**config.mk**
```make
export PLATFORM = sky130hd
export DESIGN_NAME = fadd_issue_arbiter
export DESIGN_NICKNAME = d
export VERILOG_FILES = /design/src/rtl/fadd_issue_arbiter_pkg.sv /design/src/rtl/fadd_result_fifo.sv /design/src/rtl/fadd_issue_arbiter.sv
export SDC_FILE = /design/constraint.sdc
export NUM_CORES = 1
export LEC_CHECK = 0
export CORE_UTILIZATION = 40
export CTS_CLUSTER_DIAMETER = 50
export CTS_CLUSTER_SIZE = 40
export DETAILED_ROUTE_END_ITERATION = 12
export PLACE_DENSITY = 0.67
export SKIP_LAST_GASP = 1
export SLEW_MARGIN = 10
export SYNTH_ARGS = -nofsm -noshare
export SYNTH_HDL_FRONTEND = slang
export SYNTH_SLANG_ARGS = --single-unit
```
**constraint.sdc**
```tcl
create_clock -name clk -period 7.1 [get_ports clk]
set_input_delay 1.775 -clock clk [delete_from_list [all_inputs] [get_ports clk]]
set_output_delay 1.775 -clock clk [all_outputs]
set_load 0.01 [all_outputs]
```
**src/rtl/fadd_issue_arbiter_pkg.sv**
```systemverilog
// Shared types and FP32 field constants for the FP add issue arbiter.
// Provides the denormals-are-zero helper used when FADD_ARB_DAZ_EN is defined.
package fadd_issue_arbiter_pkg;

    localparam int          FP_W          = 32;
    localparam int          FP_SIGN_BIT   = 31;
    localparam int          FP_EXP_MSB    = 30;
    localparam int          FP_EXP_LSB    = 23;
    localparam logic [7:0]  FP_EXP_DENORM = 8'h00;
    localparam logic [7:0]  FP_EXP_INFNAN = 8'hFF;
    localparam logic [31:0] FP_ZERO       = 32'h0000_0000;
    localparam logic [31:0] FP_SIGN_MASK  = 32'h8000_0000;

    typedef enum logic [1:0] {
        ST_RUN   = 2'd0,
        ST_DRAIN = 2'd1,
        ST_DONE  = 2'd2
    } arb_state_e;

    // Zero exponent means denormal or zero: flush to a signed zero.
    function automatic logic [31:0] fp_daz(input logic [31:0] x);
        if (x[FP_EXP_MSB:FP_EXP_LSB] == FP_EXP_DENORM) begin
            return (x & FP_SIGN_MASK) | FP_ZERO;
        end
        return x;
    endfunction

endpackage

```
**src/rtl/fadd_result_fifo.sv**
```systemverilog
// Order-preserving result FIFO with occupancy count; push+pop on full is legal.
// Pop on empty is ignored; head data reads as zero while empty.
module fadd_result_fifo
    import fadd_issue_arbiter_pkg::*;
#(
    parameter int DEPTH = 8,
    parameter int WIDTH = 34,
    parameter int CNT_W = $clog2(DEPTH + 1)
) (
    input  logic             clk,
    input  logic             rst_n,
    input  logic             push_i,
    input  logic [WIDTH-1:0] wdata_i,
    input  logic             pop_i,
    output logic             valid_o,
    output logic [WIDTH-1:0] rdata_o,
    output logic [CNT_W-1:0] count_o
);

    localparam int PTR_W = (DEPTH > 1) ? $clog2(DEPTH) : 1;

    logic [WIDTH-1:0] mem_q [DEPTH];
    logic [PTR_W-1:0] wr_ptr_q, wr_ptr_d;
    logic [PTR_W-1:0] rd_ptr_q, rd_ptr_d;
    logic [CNT_W-1:0] count_q, count_d;
    logic             do_push, do_pop;

    assign do_pop  = pop_i && (count_q != '0);
    assign do_push = push_i && ((count_q < CNT_W'(DEPTH)) || do_pop);

    always_comb begin
        wr_ptr_d = wr_ptr_q;
        rd_ptr_d = rd_ptr_q;
        count_d  = count_q;
        if (do_push) begin
            wr_ptr_d = (wr_ptr_q == PTR_W'(DEPTH - 1)) ? '0 : wr_ptr_q + 1'b1;
        end
        if (do_pop) begin
            rd_ptr_d = (rd_ptr_q == PTR_W'(DEPTH - 1)) ? '0 : rd_ptr_q + 1'b1;
        end
        if (do_push && !do_pop) begin
            count_d = count_q + 1'b1;
        end else if (!do_push && do_pop) begin
            count_d = count_q - 1'b1;
        end
    end

    always_ff @(posedge clk or negedge rst_n) begin
        if (!rst_n) begin
            wr_ptr_q <= '0;
            rd_ptr_q <= '0;
            count_q  <= '0;
        end else begin
            wr_ptr_q <= wr_ptr_d;
            rd_ptr_q <= rd_ptr_d;
            count_q  <= count_d;
        end
    end

    // Storage needs no reset: entries are only visible through count_q.
    always_ff @(posedge clk) begin
        if (do_push) begin
            mem_q[wr_ptr_q] <= wdata_i;
        end
    end

    assign valid_o = (count_q != '0);
    assign rdata_o = valid_o ? mem_q[rd_ptr_q] : '0;
    assign count_o = count_q;

endmodule

```
**src/rtl/fadd_issue_arbiter.sv**
```systemverilog
// Round-robin issue of lane FP add requests onto one shared ADD_LAT-deep adder.
// Option macro FADD_ARB_DAZ_EN: flush denormal operands to signed zero at issue.
//   state    | meaning
//   ST_RUN   | normal issue, grants allowed when credits permit
//   ST_DRAIN | no grants; wait for issue reg, tag pipe and FIFO to empty
//   ST_DONE  | drained (drain_done_o=1); hold until drain_req_i drops
module fadd_issue_arbiter
    import fadd_issue_arbiter_pkg::*;
#(
    parameter int NUM_REQ   = 4,
    parameter int ADD_LAT   = 3,
    parameter int RES_DEPTH = 8,
    parameter int TAG_W     = $clog2(NUM_REQ)
) (
    input  logic                    clk,
    input  logic                    rst_n,
    input  logic [NUM_REQ-1:0]      req_valid_i,
    output logic [NUM_REQ-1:0]      req_ready_o,
    input  logic [32*NUM_REQ-1:0]   req_a_i,
    input  logic [32*NUM_REQ-1:0]   req_b_i,
    output logic                    add_valid_o,
    output logic [31:0]             add_a_o,
    output logic [31:0]             add_b_o,
    input  logic [31:0]             add_out_i,
    output logic                    resp_valid_o,
    input  logic                    resp_ready_i,
    output logic [TAG_W-1:0]        resp_tag_o,
    output logic [31:0]             resp_data_o,
    input  logic                    drain_req_i,
    output logic                    drain_done_o,
    output logic                    busy_o
);

    localparam int CNT_W  = $clog2(RES_DEPTH + 1);
    localparam int OCC_W  = $clog2(RES_DEPTH + ADD_LAT + 2) + 1;
    localparam int FIFO_W = TAG_W + 32;

    arb_state_e                    state_q, state_d;
    logic [TAG_W-1:0]              rr_ptr_q, rr_ptr_d;
    logic                          issue_q;
    logic [TAG_W-1:0]              issue_tag_q;
    logic [31:0]                   add_a_q, add_b_q;
    logic [ADD_LAT-1:0]            pipe_vld_q;
    logic [ADD_LAT-1:0][TAG_W-1:0] pipe_tag_q;

    logic [CNT_W-1:0]   fifo_count;
    logic [FIFO_W-1:0]  fifo_rdata;
    logic [OCC_W-1:0]   occ;
    logic               credit_ok, grant_any, busy;
    logic [NUM_REQ-1:0] grant;
    logic [TAG_W-1:0]   grant_idx;
    logic [31:0]        sel_a, sel_b, iss_a, iss_b;

    // Everything already committed to the FIFO counts against its depth.
    always_comb begin
        occ = OCC_W'(fifo_count) + OCC_W'(issue_q);
        for (int k = 0; k < ADD_LAT; k++) begin
            occ = occ + OCC_W'(pipe_vld_q[k]);
        end
    end

    assign credit_ok = (occ < OCC_W'(RES_DEPTH));
    assign busy      = issue_q | (|pipe_vld_q) | (fifo_count != '0);

    always_comb begin
        int idx;
        idx       = 0;
        grant     = '0;
        grant_idx = '0;
        grant_any = 1'b0;
        if (rst_n && (state_q == ST_RUN) && credit_ok) begin
            for (int off = 0; off < NUM_REQ; off++) begin
                idx = (int'(rr_ptr_q) + off) % NUM_REQ;
                if (!grant_any && req_valid_i[idx]) begin
                    grant_any = 1'b1;
                    grant_idx = TAG_W'(idx);
                end
            end
            if (grant_any) begin
                grant[grant_idx] = 1'b1;
            end
        end
    end

    assign rr_ptr_d = !grant_any ? rr_ptr_q :
                      (grant_idx == TAG_W'(NUM_REQ - 1)) ? '0 : grant_idx + 1'b1;

    assign sel_a = req_a_i[32*grant_idx +: 32];
    assign sel_b = req_b_i[32*grant_idx +: 32];

`ifdef FADD_ARB_DAZ_EN
    assign iss_a = fp_daz(sel_a);
    assign iss_b = fp_daz(sel_b);
`else
    assign iss_a = sel_a;
    assign iss_b = sel_b;
`endif

    always_ff @(posedge clk or negedge rst_n) begin
        if (!rst_n) begin
            rr_ptr_q    <= '0;
            issue_q     <= 1'b0;
            issue_tag_q <= '0;
            add_a_q     <= '0;
            add_b_q     <= '0;
        end else begin
            rr_ptr_q <= rr_ptr_d;
            issue_q  <= grant_any;
            if (grant_any) begin
                issue_tag_q <= grant_idx;
                add_a_q     <= iss_a;
                add_b_q     <= iss_b;
            end
        end
    end

    // Tag pipe: stage ADD_LAT-1 lines up with add_out_i.
    always_ff @(posedge clk or negedge rst_n) begin
        if (!rst_n) begin
            pipe_vld_q <= '0;
            pipe_tag_q <= '0;
        end else begin
            pipe_vld_q[0] <= issue_q;
            pipe_tag_q[0] <= issue_tag_q;
            for (int k = 1; k < ADD_LAT; k++) begin
                pipe_vld_q[k] <= pipe_vld_q[k-1];
                pipe_tag_q[k] <= pipe_tag_q[k-1];
            end
        end
    end

    fadd_result_fifo #(
        .DEPTH (RES_DEPTH),
        .WIDTH (FIFO_W)
    ) u_res_fifo (
        .clk     (clk),
        .rst_n   (rst_n),
        .push_i  (pipe_vld_q[ADD_LAT-1]),
        .wdata_i ({pipe_tag_q[ADD_LAT-1], add_out_i}),
        .pop_i   (resp_ready_i),
        .valid_o (resp_valid_o),
        .rdata_o (fifo_rdata),
        .count_o (fifo_count)
    );

    always_ff @(posedge clk or negedge rst_n) begin
        if (!rst_n) begin
            state_q <= ST_RUN;
        end else begin
            state_q <= state_d;
        end
    end

    // A drain_req_i pulse only needs to be seen once in ST_RUN.
    always_comb begin
        state_d      = state_q;
        drain_done_o = 1'b0;
        unique case (state_q)
            ST_RUN:   if (drain_req_i) state_d = ST_DRAIN;
            ST_DRAIN: if (!busy)       state_d = ST_DONE;
            ST_DONE: begin
                drain_done_o = 1'b1;
                if (!drain_req_i) state_d = ST_RUN;
            end
            default:  state_d = ST_RUN;
        endcase
    end

    assign req_ready_o = grant;
    assign add_valid_o = issue_q;
    assign add_a_o     = add_a_q;
    assign add_b_o     = add_b_q;
    assign resp_tag_o  = fifo_rdata[FIFO_W-1:32];
    assign resp_data_o = fifo_rdata[31:0];
    assign busy_o      = busy;

endmodule

```
==> Word-level counts from Yosys, hierarchy flattened <==
Memory sizes are Yosys's and may differ from the RTL's.
Index checks and enable logic that the tools add are counted.
{ "op_classes": {"n_addsub": 12, "muxes": 43, "eq_ne": 8, "reduce_logical": 24, "order_cmp": 8, "n_bitwise": 5, "shift": 2} }
{ "op_table": {"columns": ["op", "n"], "rows": [
  ["128-bit by 8-bit variable part select with 32-bit output", 2],
  ["34-bit 2-to-1 mux", 1],
  ["1-bit 2-to-1 mux", 20],
  ["2-bit 2-to-1 mux", 10],
  ["4-bit 2-to-1 mux", 4],
  ["5-bit by 1-bit adder with 5-bit output", 3],
  ["3-bit by 4-bit less-than comparator with 1-bit output, second input constant", 3],
  ["1-bit logical AND", 10],
  ["1-bit binary-select mux with 2-bit select", 4],
  ["3-bit by 1-bit adder with 3-bit output, second input constant", 2],
  ["3-bit == test, second input constant", 2],
  ["2-bit by 3-bit less-than comparator with 1-bit output, second input constant", 2],
  ["3-bit 2-to-1 mux", 2],
  ["2-bit inequality test, second input constant", 3],
  ["2-bit one-hot mux with 3 select lines", 1],
  ["2-bit OR reduction", 3],
  ["4-bit by 1-bit adder with 5-bit output", 1],
  ["1-bit zero test", 5],
  ["5-bit by 4-bit less-than comparator with 1-bit output, second input constant", 1],
  ["2-bit by 1-bit adder with 2-bit output, second input constant", 2],
  ["2-bit adder, second input constant", 2],
  ["4-bit by 1-bit adder with 4-bit output, second input constant", 1],
  ["2-bit == test, second input constant", 2],
  ["4-bit less-than comparator, second input constant", 1],
  ["12 further kinds", 15]
]} }
{ "word_totals": {"input_bits": 296, "ram_bits": 272, "word_cells": 116, "memories": 1, "regBits": 90, "out_inout_bits": 106} }
{ "memory_table": {"columns": ["memory", "depth", "word_bits", "read_ports", "rd_clocked_by_memory_dff", "write_ports", "line", "rtl"], "rows": [
  ["u_res_fifo.mem_q", 8, 34, 1, 0, 1, "fadd_result_fifo.sv:22", "logic [WIDTH-1:0] mem_q [DEPTH];"]
]} }

==> Longest topological paths before layout <==
{ "logic_depth": {"ltp_word": 25, "depth_mapped": 12, "ltp_nobuf": 11} }

==> Cells and area by module <==
Synthesis repeated with hierarchy kept, for this count alone.
{ "unflattened": {"cells_unflattened": 909, "area_unflattened_um2": 15204.6} }
{ "by_module_without_submodules": {"columns": ["module", "seq_area_each_um2", "n_inst", "cells_per_inst", "area_each_um2"], "rows": [
  ["fadd_result_fifo", 8418.1, 1, 463, 10837.9],
  ["fadd_issue_arbiter", 2001.9, 1, 446, 4366.7]
]} }

==> Worst setup path before layout <==
No wires, ideal clock.
{ "synth_path": {"path_type": "input -> register", "startpoint": "in resp_ready_i", "endpoint": "mem u_res_fifo.mem_q[0][0], enable pin", "setup_ps": 511, "path_stages": 2, "arrival_ps": 5226, "slack_ps": 1363, "n_path_buf": 0, "required_time_ps": 6589, "cell_sequence": "o21ai_1 nor4_1"} }
{ "synth_between": {"elab_chain_len": 5} }
{ "synth_lines": {"columns": ["item", "line", "rtl"], "rows": [
  ["start: declaration", "fadd_issue_arbiter.sv:26", "input logic resp_ready_i,"],
  ["1-bit logical AND", "fadd_result_fifo.sv:28", "assign do_pop = pop_i && (count_q != '0);"],
  ["1-bit logical OR", "fadd_result_fifo.sv:29", "assign do_push = push_i && ((count_q < CNT_W'(DEPTH)) || do_pop);"],
  ["1-bit logical AND", "fadd_result_fifo.sv:29", null],
  ["1-bit 2-to-1 mux", "fadd_result_fifo.sv:62", "if (do_push) begin"],
  ["1-bit 2-to-1 mux (not written as such)", "fadd_result_fifo.sv:63", "mem_q[wr_ptr_q] <= wdata_i;"],
  ["end: declaration", "fadd_result_fifo.sv:22", null]
]} }
No other way between the ends.

==> Worst setup path in the final report <==
{ "layout_path": {"startpoint": "in req_valid_i[0]", "endpoint": "out req_ready_o[2]"} }
{ "layout_between": {"elab_chain_len": 22, "elab_cells_between_ends": 37, "cone_classes": "order compare (2); mux (28); reduce/logical (7)"} }
{ "layout_lines": {"columns": ["item", "line", "rtl"], "rows": [
  ["start: declaration", "fadd_issue_arbiter.sv:17", "input logic [NUM_REQ-1:0] req_valid_i,"],
  ["1-bit binary-select mux with 2-bit select", "fadd_issue_arbiter.sv:74", "if (!grant_any && req_valid_i[idx]) begin"],
  ["1-bit 2-to-1 mux (not written as such)", "fadd_issue_arbiter.sv:74", null],
  ["1-bit 2-to-1 mux", "fadd_issue_arbiter.sv:74", null],
  ["1-bit 2-to-1 mux", "fadd_issue_arbiter.sv:71", "if (rst_n && (state_q == ST_RUN) && credit_ok) begin"],
  ["1-bit zero test", "fadd_issue_arbiter.sv:74", null],
  ["1-bit logical AND", "fadd_issue_arbiter.sv:74", null],
  ["1-bit 2-to-1 mux", "fadd_issue_arbiter.sv:74", null],
  ["1-bit 2-to-1 mux", "fadd_issue_arbiter.sv:71", null],
  ["[... 6 more ...]", null, null],
  ["2-bit 2-to-1 mux", "fadd_issue_arbiter.sv:74", null],
  ["2-bit 2-to-1 mux", "fadd_issue_arbiter.sv:71", null],
  ["2-bit by 3-bit less-than comparator with 1-bit output (not written as such) / 2-bit by 1-bit greater-or-equal comparator with 1-bit output (equally long branches)", "fadd_issue_arbiter.sv:80", "grant[grant_idx] = 1'b1;"],
  ["1-bit logical AND (not written as such)", "fadd_issue_arbiter.sv:80", null],
  ["1-bit 2-to-1 mux (not written as such)", "fadd_issue_arbiter.sv:80", null],
  ["1-bit demux with 2-bit select", "fadd_issue_arbiter.sv:80", null],
  ["4-bit 2-to-1 mux *", "fadd_issue_arbiter.sv:79", "if (grant_any) begin"],
  ["4-bit 2-to-1 mux *", "fadd_issue_arbiter.sv:71", null],
  ["end: declaration", "fadd_issue_arbiter.sv:18", "output logic [NUM_REQ-1:0] req_ready_o,"]
]} }
Mark *: on every way between the ends. The rest lies on a longest branch, timed or not. The select of a mux whose other input is x is not followed.

==> flow_summary.ini <==
[cells_and_area]
final_common_cell = clkdlybuf4s50_1
register_area_sq_mm = 0.0104
nFillCells = 3226
final_nets = 1767
multi_input_area_sq_mm = 0.00525
layout_common_cells = 400 x clkdlybuf4s50_1, 272 x edfxtp_1, 137 x nand3_1
drive_gt1_frac = 0.156
area_delta_synth_final_pct = 37.3

[timing]
max_freq_ghz = 0.169
hold_viol_final = 0
slew_violations = 0
setup_viol = 0
fin_worst_skew_ns = 0.0365
relSlewSlack = 0.252
fin_tns_setup_ns = 0
tightest_slew_ns = 1.12
rsz0062_at_grt = false
finalCriticalPeriod_ns = 5.92
hold_ws_ns = 0.316
timing.final.crit_share = 0.834

[clock_network]
cts_buffer_depth = 3
postCtsHoldBufs = 0
ctsResizeCount = 0
clock-sinks = 362
cts_tree = yes
clk_latency_ns = 0.57
root_buffer = clkbuf_16
cts_setup_buffers = 0
htree_levels = 2
clkTransAtPathRegs_ns = 0.08
cts_buffers = 39

[detailed_routing]
drc = 0
avgRoutedWirePerCell_microns = 24.6
wl_met1_microns = 19300
dr_wl_met2_microns = 23800
viasPerCell = 5.64
routed_wl_microns = 49700
wl_met3_microns = 4540
drt-pass1-iter-count = 5
ant_nets = 0
highest_layer = met5
vias = 11400
drtIter0Drc = 1045

[grt]
grt_pass1_wl_microns = 73000
grt_overflow = 0
track_usage = 0.241
grt_pass1_vias = 11600
grt_start_max_net_pins = 82
antenna_found_initial = 14

[synthesis]
synth_compound_area_frac = 0.0836
syn_area_per_cell_sq_um = 14.8
synth_edf_count = 272
yosys-mux-area-fraction = 0.122
synth_top_family_by_area = multiplexers
yosys.cell_types.count = 51
syn-instance-count = 1081
seq_area_frac_synth = 0.650
ys_seq_elements = 362
synth_top_flop_cell = edfxtp_1
yosys_warnings = 0
synth_nets = 1388
synth_area_sq_mm = 0.0160
synth_xor_area_frac = 0.00219
synthAdderAreaFrac = 0.00953
postSynth.asyncResetShare = 0.249
synthSimpleGateAreaFrac = 0.105

[setup_path]
cp_common_cell = clkdlybuf4s50_1
endpoint_kind = primary output
critPathBufInv = 2
cp_data_required_time_ns = 5.33
worstSetupPathType = in -> out
critPathMaxStageDelay_ns = 0.62
crit_slowest_cell = or3_4
start_kind = primary input
path_max_fanout = 27
arrival_ns = 4.15
critPathTopFamily = buffers and inverters
path_cells = clkdlybuf4s50_1, nor2b_1, o21a_1, or3_4, nor2_1, clkdlybuf4s50_1

[floorplan]
rows = 72
num_io_pins = 402
dieArea_sq_mm = 0.0409
die_h_microns = 202
die_w_microns = 202
start_util = 0.410
core_sq_mm = 0.0391

[pwr]
total_leakage_power_nw = 7.51
peakVddDrop_v = 0.000184
power_density_mw_per_mm2 = 359

[status]
status = complete, no violations

[placed_design]
hpwl_microns = 32600
io_buffers = 401
place_congestion = 0.938

[min_path]
hold_path.class = reg -> reg

[job]
max_cap_viol_count = 0
state kept, by name, summed over array words and instances (netlist names), 2 cells and up:
signal	flops
add_a_o	32
add_b_o	32
issue_tag_q	2
pipe_tag_q	6
pipe_vld_q	3
rr_ptr_q	2
state_q	2
u_res_fifo.count_o	4
u_res_fifo.mem_q	272
u_res_fifo.rd_ptr_q	3
u_res_fifo.wr_ptr_q	3
synth_stat cells, types with 10 or more instances:
master | number | area share
a21oi_1 | 55 | 0.017
mux4_2 | 68 | 0.096
edfxtp_1 | 272 | 0.51
o211ai_1 | 14 | 0.0066
a41oi_1 | 26 | 0.014
mux2i_1 | 34 | 0.021
nor2_1 | 95 | 0.022
dfrtp_1 | 90 | 0.14
buf_2 | 23 | 0.0072
a41oi_2 | 20 | 0.020
o21ai_0 | 17 | 0.0053
nand3_2 | 19 | 0.012
a221oi_1 | 13 | 0.0071
and2_1 | 15 | 0.0059
nand2_1 | 17 | 0.0040
clkbuf_1 | 54 | 0.013
nand3_1 | 138 | 0.043
o31ai_1 | 10 | 0.0047
nand4_1 | 13 | 0.0051
kinds of logic after synthesis:
family                     Yosys count
DFF                                362
AOI/OAI and AO/OA                  173
and+or+nand+nor                    325
adders and majority gates           11
buffers and inverters               96
xor gates and xnor gates             4
muxes                              110
where the power goes:
part,switching (mW),internal (mW)
Combinational,1.33,1.48
Clock,0.954,1.25
Sequential,0.300,2.56
per-stage QoR:
stage / util / cell area, sq um / power, mW / std cells / setup slack (ns)
global route: 0.563 / 22000 / 8.26 / 2017 / 1.06
finish: 0.563 / 22000 / 7.89 / 2019 / 1.18
CTS: 0.562 / 22000 / 7.97 / 2008 / 1.18
global placement: 0.526 / 20600 / 5.72 / 1937 / 1.21
detailed placement: 0.526 / 20600 / 5.73 / 1937 / 1.18
floorplan: - / 16000 / 4.35 / 1081 / 1.36
final cells by class:
type	instances	share of cell area
flip-flops and latches	362	0.474
multi-input cells	623	0.239
repair buffers	426	0.191
clock buffers	42	0.0449
well taps	518	0.0295
clock inverters	29	0.0195
inverters	8	0.00148
diodes	11	0.00125
path summary, 6_finish.rpt:
path                            depth (start not counted)  slack, ns                            endpoint                    start
worst max-delay path                                    6       1.18                      req_ready_o[2]           req_valid_i[0]
max in group asynchronous                               3       4.61             add_a_o[16]$_DFFE_PN0P_                    rst_n
worst max register to register                         11       2.78             add_b_o[23]$_DFFE_PN0P_    add_valid_o$_DFF_PN0_
min in group asynchronous                               2       1.43  u_res_fifo.wr_ptr_q[1]$_DFFE_PN0P_                    rst_n
worst min register to register                          0       0.32             pipe_tag_q[2]$_DFF_PN0_  pipe_tag_q[0]$_DFF_PN0_
worst min-delay path                                    0       0.32             pipe_tag_q[2]$_DFF_PN0_  pipe_tag_q[0]$_DFF_PN0_
worst reg2reg max path, stage by stage, from the launching register on:
cell and delay [ns]:
dfrtp_1 0.42, fa_1 0.56, ha_1 0.22, a21oi_1 0.16
o211ai_1 0.12, buf_4 0.21, nand2b_2 0.30, inv_4 0.11
buf_4 0.70, and4_4 0.94, nand3_1 0.26, a41oi_1 0.27
routing by layer:
layer,global-route usage,vias to the layer above
li1,-,5046
met5,0,-
met3,0.0769,113
met2,0.377,486
met4,0.121,4
met1,0.301,5734
Note: power is estimated with default switching activity, not from simulation.
